$ cat config.mk
export PLATFORM = sky130hd
export DESIGN_NAME = psum_acc_flat
export DESIGN_NICKNAME = d
export VERILOG_FILES = /design/src/rtl/psum_acc_if.sv /design/src/rtl/psum_acc.sv /design/src/flat_wrapper.sv
export SDC_FILE = /design/constraint.sdc
export NUM_CORES = 1
export LEC_CHECK = 0
export BUFFER_PORTS_ARGS = -buffer_cell sky130_fd_sc_hd__buf_4
export CAP_MARGIN = 0
export CORE_AREA = 8 8 145 79
export CTS_CLUSTER_SIZE = 24
export DETAILED_ROUTE_END_ITERATION = 10
export DIE_AREA = 0 0 153 87
export MAX_ROUTING_LAYER = met4
export PLACE_DENSITY_LB_ADDON = 0.12
export RECOVER_POWER = 100
export SLEW_MARGIN = 20
export SYNTH_ARGS = -nofsm -noshare
export SYNTH_HDL_FRONTEND = slang
export SYNTH_SLANG_ARGS = --single-unit
$ cat constraint.sdc
create_clock -name i_clk -period 3.6 [get_ports i_clk]
set_clock_uncertainty 0.2 [all_clocks]
set_input_delay 0.72 -clock i_clk [delete_from_list [all_inputs] [get_ports i_clk]]
set_output_delay 0.72 -clock i_clk [all_outputs]
set_load 0.03 [all_outputs]
$ cat src/rtl/psum_acc_if.sv
// Handshake bundle between the PE arithmetic unit, psum_acc and the psum chain.
// slave = accumulator side, master = upstream/downstream driver side.
interface psum_acc_if #(
   parameter int IWd   = 16,
   parameter int OWd   = 24,
   parameter int LenWd = 8
) ();
   logic [LenWd-1:0]     i_cont_len;
   logic                 i_cont_stall;
   logic                 i_cont_clear;
   logic signed [IWd-1:0] i_sum;
   logic                 i_sum_rdy;
   logic                 o_sum_ack;
   logic                 i_sum_zero;
   logic signed [OWd-1:0] o_psum;
   logic                 o_psum_rdy;
   logic                 i_psum_ack;
   logic                 o_psum_zero;
   logic                 o_busy;

   modport slave (
      input  i_cont_len, i_cont_stall, i_cont_clear,
      input  i_sum, i_sum_rdy, i_sum_zero, i_psum_ack,
      output o_sum_ack, o_psum, o_psum_rdy, o_psum_zero, o_busy
   );

   modport master (
      output i_cont_len, i_cont_stall, i_cont_clear,
      output i_sum, i_sum_rdy, i_sum_zero, i_psum_ack,
      input  o_sum_ack, o_psum, o_psum_rdy, o_psum_zero, o_busy
   );
endinterface

$ cat src/rtl/psum_acc.sv
// Partial-sum accumulator: sums i_cont_len+1 signed beats into one psum (PSUM_SAT_EN selects saturating adds).
// Latency: o_psum_rdy rises the cycle after the last beat; backpressure stalls only the last beat of a group.
// Backpressure: one-entry output register; a drain and a reload may happen in the same cycle.
module psum_acc #(
   parameter int IWd   = 16,
   parameter int OWd   = 24,
   parameter int LenWd = 8
) (
   input logic       i_clk,
   input logic       i_rst,
   psum_acc_if.slave bus
);
   typedef enum logic {IDLE = 1'b0, ACC = 1'b1} state_t;

   state_t           st, st_next;
   logic [OWd-1:0]   acc, acc_next, ext, base;
   logic [LenWd-1:0] cnt, len_r, lim;
   logic             zall, zall_next;
   logic             last_pending, sum_ack, xfer, drain;
   logic [OWd-1:0]   out_dat;
   logic             out_zero, out_vld;
`ifdef PSUM_SAT_EN
   logic             sat, sat_next;
   logic [OWd:0]     wide;
`endif

   always_comb begin
      st_next      = st;
      ext          = bus.i_sum_zero ? '0 : {{(OWd-IWd){bus.i_sum[IWd-1]}}, bus.i_sum};
      lim          = (st == IDLE) ? bus.i_cont_len : len_r;
      last_pending = (cnt == lim);
      // Only a last beat needs the output slot, so only it waits on the downstream.
      sum_ack      = bus.i_cont_stall & ~i_rst & ~bus.i_cont_clear &
                     ~(last_pending & out_vld & ~bus.i_psum_ack);
      xfer         = bus.i_sum_rdy & sum_ack;
      drain        = out_vld & bus.i_psum_ack;
      base         = (st == IDLE) ? '0 : acc;
      zall_next    = (st == IDLE) ? bus.i_sum_zero : (zall & bus.i_sum_zero);
`ifdef PSUM_SAT_EN
      wide     = {base[OWd-1], base} + {ext[OWd-1], ext};
      sat_next = (st == IDLE) ? 1'b0 : sat;
      if (sat_next) begin
         acc_next = acc;
      end else if (wide[OWd] != wide[OWd-1]) begin
         sat_next = 1'b1;
         acc_next = wide[OWd] ? {1'b1, {(OWd-1){1'b0}}} : {1'b0, {(OWd-1){1'b1}}};
      end else begin
         acc_next = wide[OWd-1:0];
      end
`else
      acc_next = base + ext;
`endif
      if (xfer) st_next = last_pending ? IDLE : ACC;
   end

   always_ff @(posedge i_clk) begin
      if (i_rst || bus.i_cont_clear) st <= IDLE;
      else if (bus.i_cont_stall)     st <= st_next;
   end

   always_ff @(posedge i_clk) begin
      if (i_rst || bus.i_cont_clear) begin
         acc      <= '0;
         cnt      <= '0;
         len_r    <= '0;
         zall     <= 1'b1;
         out_dat  <= '0;
         out_zero <= 1'b1;
         out_vld  <= 1'b0;
`ifdef PSUM_SAT_EN
         sat      <= 1'b0;
`endif
      end else if (bus.i_cont_stall) begin
         if (drain) out_vld <= 1'b0;
         if (xfer) begin
            acc  <= acc_next;
            zall <= zall_next;
`ifdef PSUM_SAT_EN
            sat  <= sat_next;
`endif
            if (st == IDLE) len_r <= bus.i_cont_len;
            if (last_pending) begin
               cnt      <= '0;
               out_dat  <= acc_next;
               out_zero <= zall_next;
               out_vld  <= 1'b1;
            end else begin
               cnt <= cnt + LenWd'(1);
            end
         end
      end
   end

   assign bus.o_sum_ack   = sum_ack;
   assign bus.o_psum      = out_dat;
   assign bus.o_psum_zero = out_zero;
   assign bus.o_psum_rdy  = out_vld;
   assign bus.o_busy      = (st == ACC);
endmodule
$ cat src/flat_wrapper.sv
// flat-port wrapper written by rule: the top's interface ports become plain ports
module psum_acc_flat 
#(
   parameter int IWd   = 16,
   parameter int OWd   = 24,
   parameter int LenWd = 8
)
  (i_clk, i_rst, bus_i_cont_len, bus_i_cont_stall, bus_i_cont_clear, bus_i_sum, bus_i_sum_rdy, bus_i_sum_zero, bus_i_psum_ack, bus_o_sum_ack, bus_o_psum, bus_o_psum_rdy, bus_o_psum_zero, bus_o_busy);
  psum_acc_if #(.IWd(IWd), .OWd(OWd), .LenWd(LenWd)) bus_i ();
  input logic i_clk;
  input logic i_rst;
  input wire logic [$bits(bus_i.i_cont_len)-1:0] bus_i_cont_len;
  input wire logic [$bits(bus_i.i_cont_stall)-1:0] bus_i_cont_stall;
  input wire logic [$bits(bus_i.i_cont_clear)-1:0] bus_i_cont_clear;
  input wire logic [$bits(bus_i.i_sum)-1:0] bus_i_sum;
  input wire logic [$bits(bus_i.i_sum_rdy)-1:0] bus_i_sum_rdy;
  input wire logic [$bits(bus_i.i_sum_zero)-1:0] bus_i_sum_zero;
  input wire logic [$bits(bus_i.i_psum_ack)-1:0] bus_i_psum_ack;
  output wire logic [$bits(bus_i.o_sum_ack)-1:0] bus_o_sum_ack;
  output wire logic [$bits(bus_i.o_psum)-1:0] bus_o_psum;
  output wire logic [$bits(bus_i.o_psum_rdy)-1:0] bus_o_psum_rdy;
  output wire logic [$bits(bus_i.o_psum_zero)-1:0] bus_o_psum_zero;
  output wire logic [$bits(bus_i.o_busy)-1:0] bus_o_busy;
  assign bus_i.i_cont_len = bus_i_cont_len;
  assign bus_i.i_cont_stall = bus_i_cont_stall;
  assign bus_i.i_cont_clear = bus_i_cont_clear;
  assign bus_i.i_sum = bus_i_sum;
  assign bus_i.i_sum_rdy = bus_i_sum_rdy;
  assign bus_i.i_sum_zero = bus_i_sum_zero;
  assign bus_i.i_psum_ack = bus_i_psum_ack;
  assign bus_o_sum_ack = bus_i.o_sum_ack;
  assign bus_o_psum = bus_i.o_psum;
  assign bus_o_psum_rdy = bus_i.o_psum_rdy;
  assign bus_o_psum_zero = bus_i.o_psum_zero;
  assign bus_o_busy = bus_i.o_busy;
  psum_acc #(.IWd(IWd), .OWd(OWd), .LenWd(LenWd)) u_core (.i_clk(i_clk), .i_rst(i_rst), .bus(bus_i));
endmodule
[Word-level counts from Yosys, hierarchy flattened]
Cells that the tools add are included.
Word-level totals
  output and inout port bits: 28
  logic and storage cells: 35
  register bits after elaboration: 68
  bits of input ports: 31
Operators by class
  multiplexer cells: 9
  $add $sub $neg: 2
  eq/ne operators: 1
  reductions and logical operators: 3
  bitwise logic cells: 12
Operators with widths (number)
  $mux W24: 2
  $add A24 B24 Y24: 1
  $mux W8: 2
  $add A8 B1 Y8 const B: 1
  $and A1 B1 Y1: 8
  $eq A8 B8 Y1: 1
  $mux W1: 5
  $not A1 Y1: 4
  $reduce_and A3 Y1: 1
  $reduce_and A2 Y1: 1
  $logic_or A1 B1 Y1: 1

[Longest topological paths before layout]
  depth in word-level cells: 8
  depth in mapped cells: 13
  gate-level depth less buffers: 10

[Least setup slack after synthesis]
OpenSTA, ideal clock, no wires.
  kind: input-to-reg
  from: input port bus_i_sum_zero
  to: register u_core.out_dat[22] (netlist: u_core.bus.o_psum[22])
  setup time: 125 ps
  required time: 3275 ps
  cell stages on the path: 11
  data arrival time: 3146 ps
  path buffers: 1
  path slack: 129 ps
  cells stage by stage: clkbuf_1 nor2b_1 ha_1 fa_1 a21o_1 a221oi_1 a211oi_1 nor3_1 a21oi_1 xnor2_1 o21ai_1
Between the ends
  longest elaborated chain between the ends: 2
Ends and longest elaborated chain
  start: declaration: RTL line flat_wrapper.sv:17  | input wire logic [$bits(bus_i.i_sum_zero)-1:0] bus_i_sum_zero;
  $mux W24: RTL line psum_acc.sv:29  | ext = bus.i_sum_zero ? '0 : {{(OWd-IWd){bus.i_sum[IWd-1]}}, bus.i_sum};
  $add A24 B24 Y24: RTL line psum_acc.sv:51  | acc_next = base + ext;
  end signal: assignment: RTL line psum_acc.sv:84  | out_dat <= acc_next;
  end: declaration: RTL line psum_acc.sv:20  | logic [OWd-1:0] out_dat;
Every way passes these cells.
A chain may end at the register's enable or synchronous reset.

[Final worst setup path]
  from: register u_core.st (netlist: u_core.bus.o_busy)
  to: register u_core.acc[18]
Between the ends
  longest elaborated chain between the ends: 8
  elaborated cells on any way between the ends: 10
  classes of those cells: add/sub: 1; eq/ne: 1; mux: 2; bitwise: 5; reduce/logical: 1
Ends and longest elaborated chain
  start: declaration: RTL line psum_acc.sv:15  | state_t st, st_next;
  start signal: assignment: RTL line psum_acc.sv:58  | else if (bus.i_cont_stall) st <= st_next;
  parallel branches: the longest is 8 deep, another holds $add A24 B24 Y24
  end signal: assignment: RTL line psum_acc.sv:76  | acc <= acc_next;
  end: declaration: RTL line psum_acc.sv:16  | logic [OWd-1:0] acc, acc_next, ext, base;
Several ways; the timed one is not identified.

==> impl_metrics.ini <==
[outcome]
status = complete, no violations

[detailed_routing]
vias = 3876
wl_per_cell_um = 15.89
drc = 0
ant_nets = 0
drtIter0Drc = 299
first_pass_iters = 6
viasPerCell = 5.398
routed_wl_um = 11410

[placed_design]
gp_routability_congestion = 0.9018
portBuffers = 58
dp_hpwl_um = 8495
post-place-cells = 702
post-place-ws_ns = -0.02479

[die]
core_area_sq_um = 9662
io_pins = 59
rows = 26
fp.dieW_um = 153
start_util = 0.4303
dieArea_sq_um = 13310
fp.dieH_um = 87

[pwr]
p_per_area_nw_per_um2 = 375.8
power.internal_uw = 1434
switching_power_uw = 424.3
sw_frac_of_total = 0.2283
power_frac_seq = 0.409
comb_power_share = 0.085
p_leak_uw = 0.001896
p_clk_frac = 0.506
peakVddDrop_v = 0.0002255

[setup_path]
cp-start-kind = flop
path_cells = and2_0, ha_1, fa_1, a21o_1, a221oi_1, a211oi_1, nor3_1, o21bai_1, xnor2_1, o21ai_0
required_ns = 3.59
critPathTopFamily = compound AO/OA/AOI/OAI gates
crit_path_top_delay_cell = nor3_1
cp_max_fo = 11
arrival_ns = 3.40
cp.buffers_inverters = 0
crit_type = reg2reg
cpPeakStageDelay_ns = 0.54
endpoint_kind = flop

[synthesis]
syn_inst = 532
synth_flop_cell = dfxtp_1
ys_warn_count = 0
synth_common_cells = 81 x nand2_1, 68 x dfxtp_1, 55 x a21oi_1
synth_area_sq_um = 4158
ys_seq_elements = 68
synthTopCellsByArea = dfxtp_1 33%, nand2_1 7.3%, ha_1 7.2%
async_reset_ff_frac = 0
synth-edff-count = 0
yosysMostFrequentCell = nand2_1
synth_nets = 588
yosys.area.top_type = dfxtp_1
avgSynthCellArea_sq_um = 7.815
ys_types = 49
ys_seq_area_frac = 0.3274
synth_top_area_share = 0.3274

[grt]
antenna_found_initial = 0
grt_pass1_vias = 3602
grtUsageTotal = 0.1793
grt_pass1_wl_um = 18660
grt_max_degree = 34
grt_overflow = 0

[timing]
fin_tns_setup_ns = 0
drv_slew = 0
setup_viol = 0
hold_violations = 0
max_freq_mhz = 293.0
slew_headroom = 0.4386
setup_ws_ns = 0.1874
fin_crit_sh = 0.9479
rsz0062_at_grt = false
worst_slew_pin_slew_ns = 0.8421
period_needed_ns = 3.413
whs_ns = 0.2505

[cts]
cts-htree-levels = 3
cts_tree = done
cts_resized = 0
cts_made_buffers = 9
path_clk_slew_ns = 0.06
clk_path_buf_depth = 2
post_cts_buffers = 0
clock-sinks = 68
hold_buffers = 0
clock_latency_ns = 0.33
clockRootBuffer = clkbuf_16

[job]
max-cap-violations = 0

[final_layout]
diodes = 0
postLayoutCoreUtil = 0.5118
nFillCells = 956
finalNetCount = 643
syn2layout_area_growth_pct = 18.93
drive_above_1_share = 0.1233
finalNonFillerCells = 718

[min_path]
hp-class = reg2reg
==> registers in the layout, summed over array words and instances, names as in the netlist <==
signal	count
u_core.acc	24
u_core.bus.o_busy	1
u_core.bus.o_psum	24
u_core.bus.o_psum_rdy	1
u_core.bus.o_psum_zero	1
u_core.cnt	8
u_core.len_r	8
u_core.zall	1
==> power groups by stage <==
stage / clock network (uW) / logic, uW / registers (uW)
after global routing: 994 / 172 / 761
after floorplan: 0 / 98.0 / 776
after global placement: 0 / 155 / 777
final: 941 / 157 / 761
after detailed placement: 0 / 157 / 777
after CTS: 962 / 157 / 760
==> routing by layer <==
| metal | wire (um) | global-route usage | part of all wire | up-vias |
|---|---|---|---|---|
| li1 | - | - | - | 1967 |
| met1 | 6221 | 0.2526 | 0.55 | 1770 |
| met2 | 4365 | 0.2428 | 0.38 | 128 |
| met3 | 720 | 0.05248 | 0.063 | 11 |
| met4 | 99 | 0.04278 | 0.0087 | 0 |
| met5 | 0 | - | 0 | - |
==> layout make-up <==
cell class / instances / area [sq um] / share of cell area
clock inverter: 3 / 42.54 / 0.008603
clock buffer: 13 / 280.3 / 0.05668
multi-input combinational: 428 / 2621 / 0.5301
tap: 126 / 157.7 / 0.03188
timing repair buffer: 76 / 466.7 / 0.09438
inverter: 4 / 15.01 / 0.003036
sequential: 68 / 1361 / 0.2753
==> worst register-to-register path, stage by stage, from the launching register on <==
cell,delay [ns]
dfxtp_1,0.43
and2_0,0.20
ha_1,0.22
fa_1,0.41
a21o_1,0.22
a221oi_1,0.36
a211oi_1,0.17
nor3_1,0.54
o21bai_1,0.18
xnor2_1,0.22
o21ai_0,0.11
==> placed cells by master (no fill, tap or decap), types with 3 or more instances in the layout <==
cell and n:
a211oi_1 8, a21o_1 6, a21oi_1 55, a31oi_1 3
and2_0 4, and2_1 20, and3_1 5, buf_4 43
clkbuf_1 29, clkbuf_16 9, clkbuf_2 3, clkbuf_8 4
dfxtp_1 68, ha_1 24, inv_1 4, mux2i_1 10
nand2_1 81, nand2b_1 5, nand3_1 25, nand4_1 13
nor2_1 36, nor2b_1 19, nor3_1 9, o21ai_0 35
o21ai_1 4, o21bai_1 4, o22ai_1 3, xnor2_1 21
xor2_1 12
==> kinds of logic (layout without fill, tap and decap cells) <==
| logic type | Yosys count | after routing | share of synthesized area |
|---|---|---|---|
| multiplexers | 11 | 11 | 0.02739 |
| AND/OR/NAND/NOR | 227 | 227 | 0.2693 |
| XOR/XNOR | 34 | 34 | 0.07343 |
| adder cells (fa/ha/maj) | 25 | 25 | 0.07704 |
| AO/OA/AOI/OAI | 131 | 131 | 0.1854 |
| flip-flops | 68 | 68 | 0.3274 |
| buffers and inverters | 36 | 96 | 0.04002 |
==> path summary, 6_finish.rpt <==
check | start | to | slack (ns) | cells after the start
max | u_core.bus.o_busy$_SDFFE_PP0P_ | u_core.acc[18]$_SDFFE_PP0P_ | 0.19 | 10
min | u_core.acc[10]$_SDFFE_PP0P_ | u_core.acc[10]$_SDFFE_PP0P_ | 0.25 | 2
max reg2reg | u_core.bus.o_busy$_SDFFE_PP0P_ | u_core.acc[18]$_SDFFE_PP0P_ | 0.19 | 10
min reg2reg | u_core.acc[10]$_SDFFE_PP0P_ | u_core.acc[10]$_SDFFE_PP0P_ | 0.25 | 2
==> per-stage QoR <==
| stage | area [sq um] | total power, uW |
|---|---|---|
| after floorplan | 4158 | 874.1 |
| after global placement | 4750 | 931.9 |
| after detailed placement | 4750 | 933.4 |
| after CTS | 5072 | 1880 |
| after global routing | 4945 | 1926 |
| final | 4945 | 1858 |
Power figures use the tool's default switching activity.
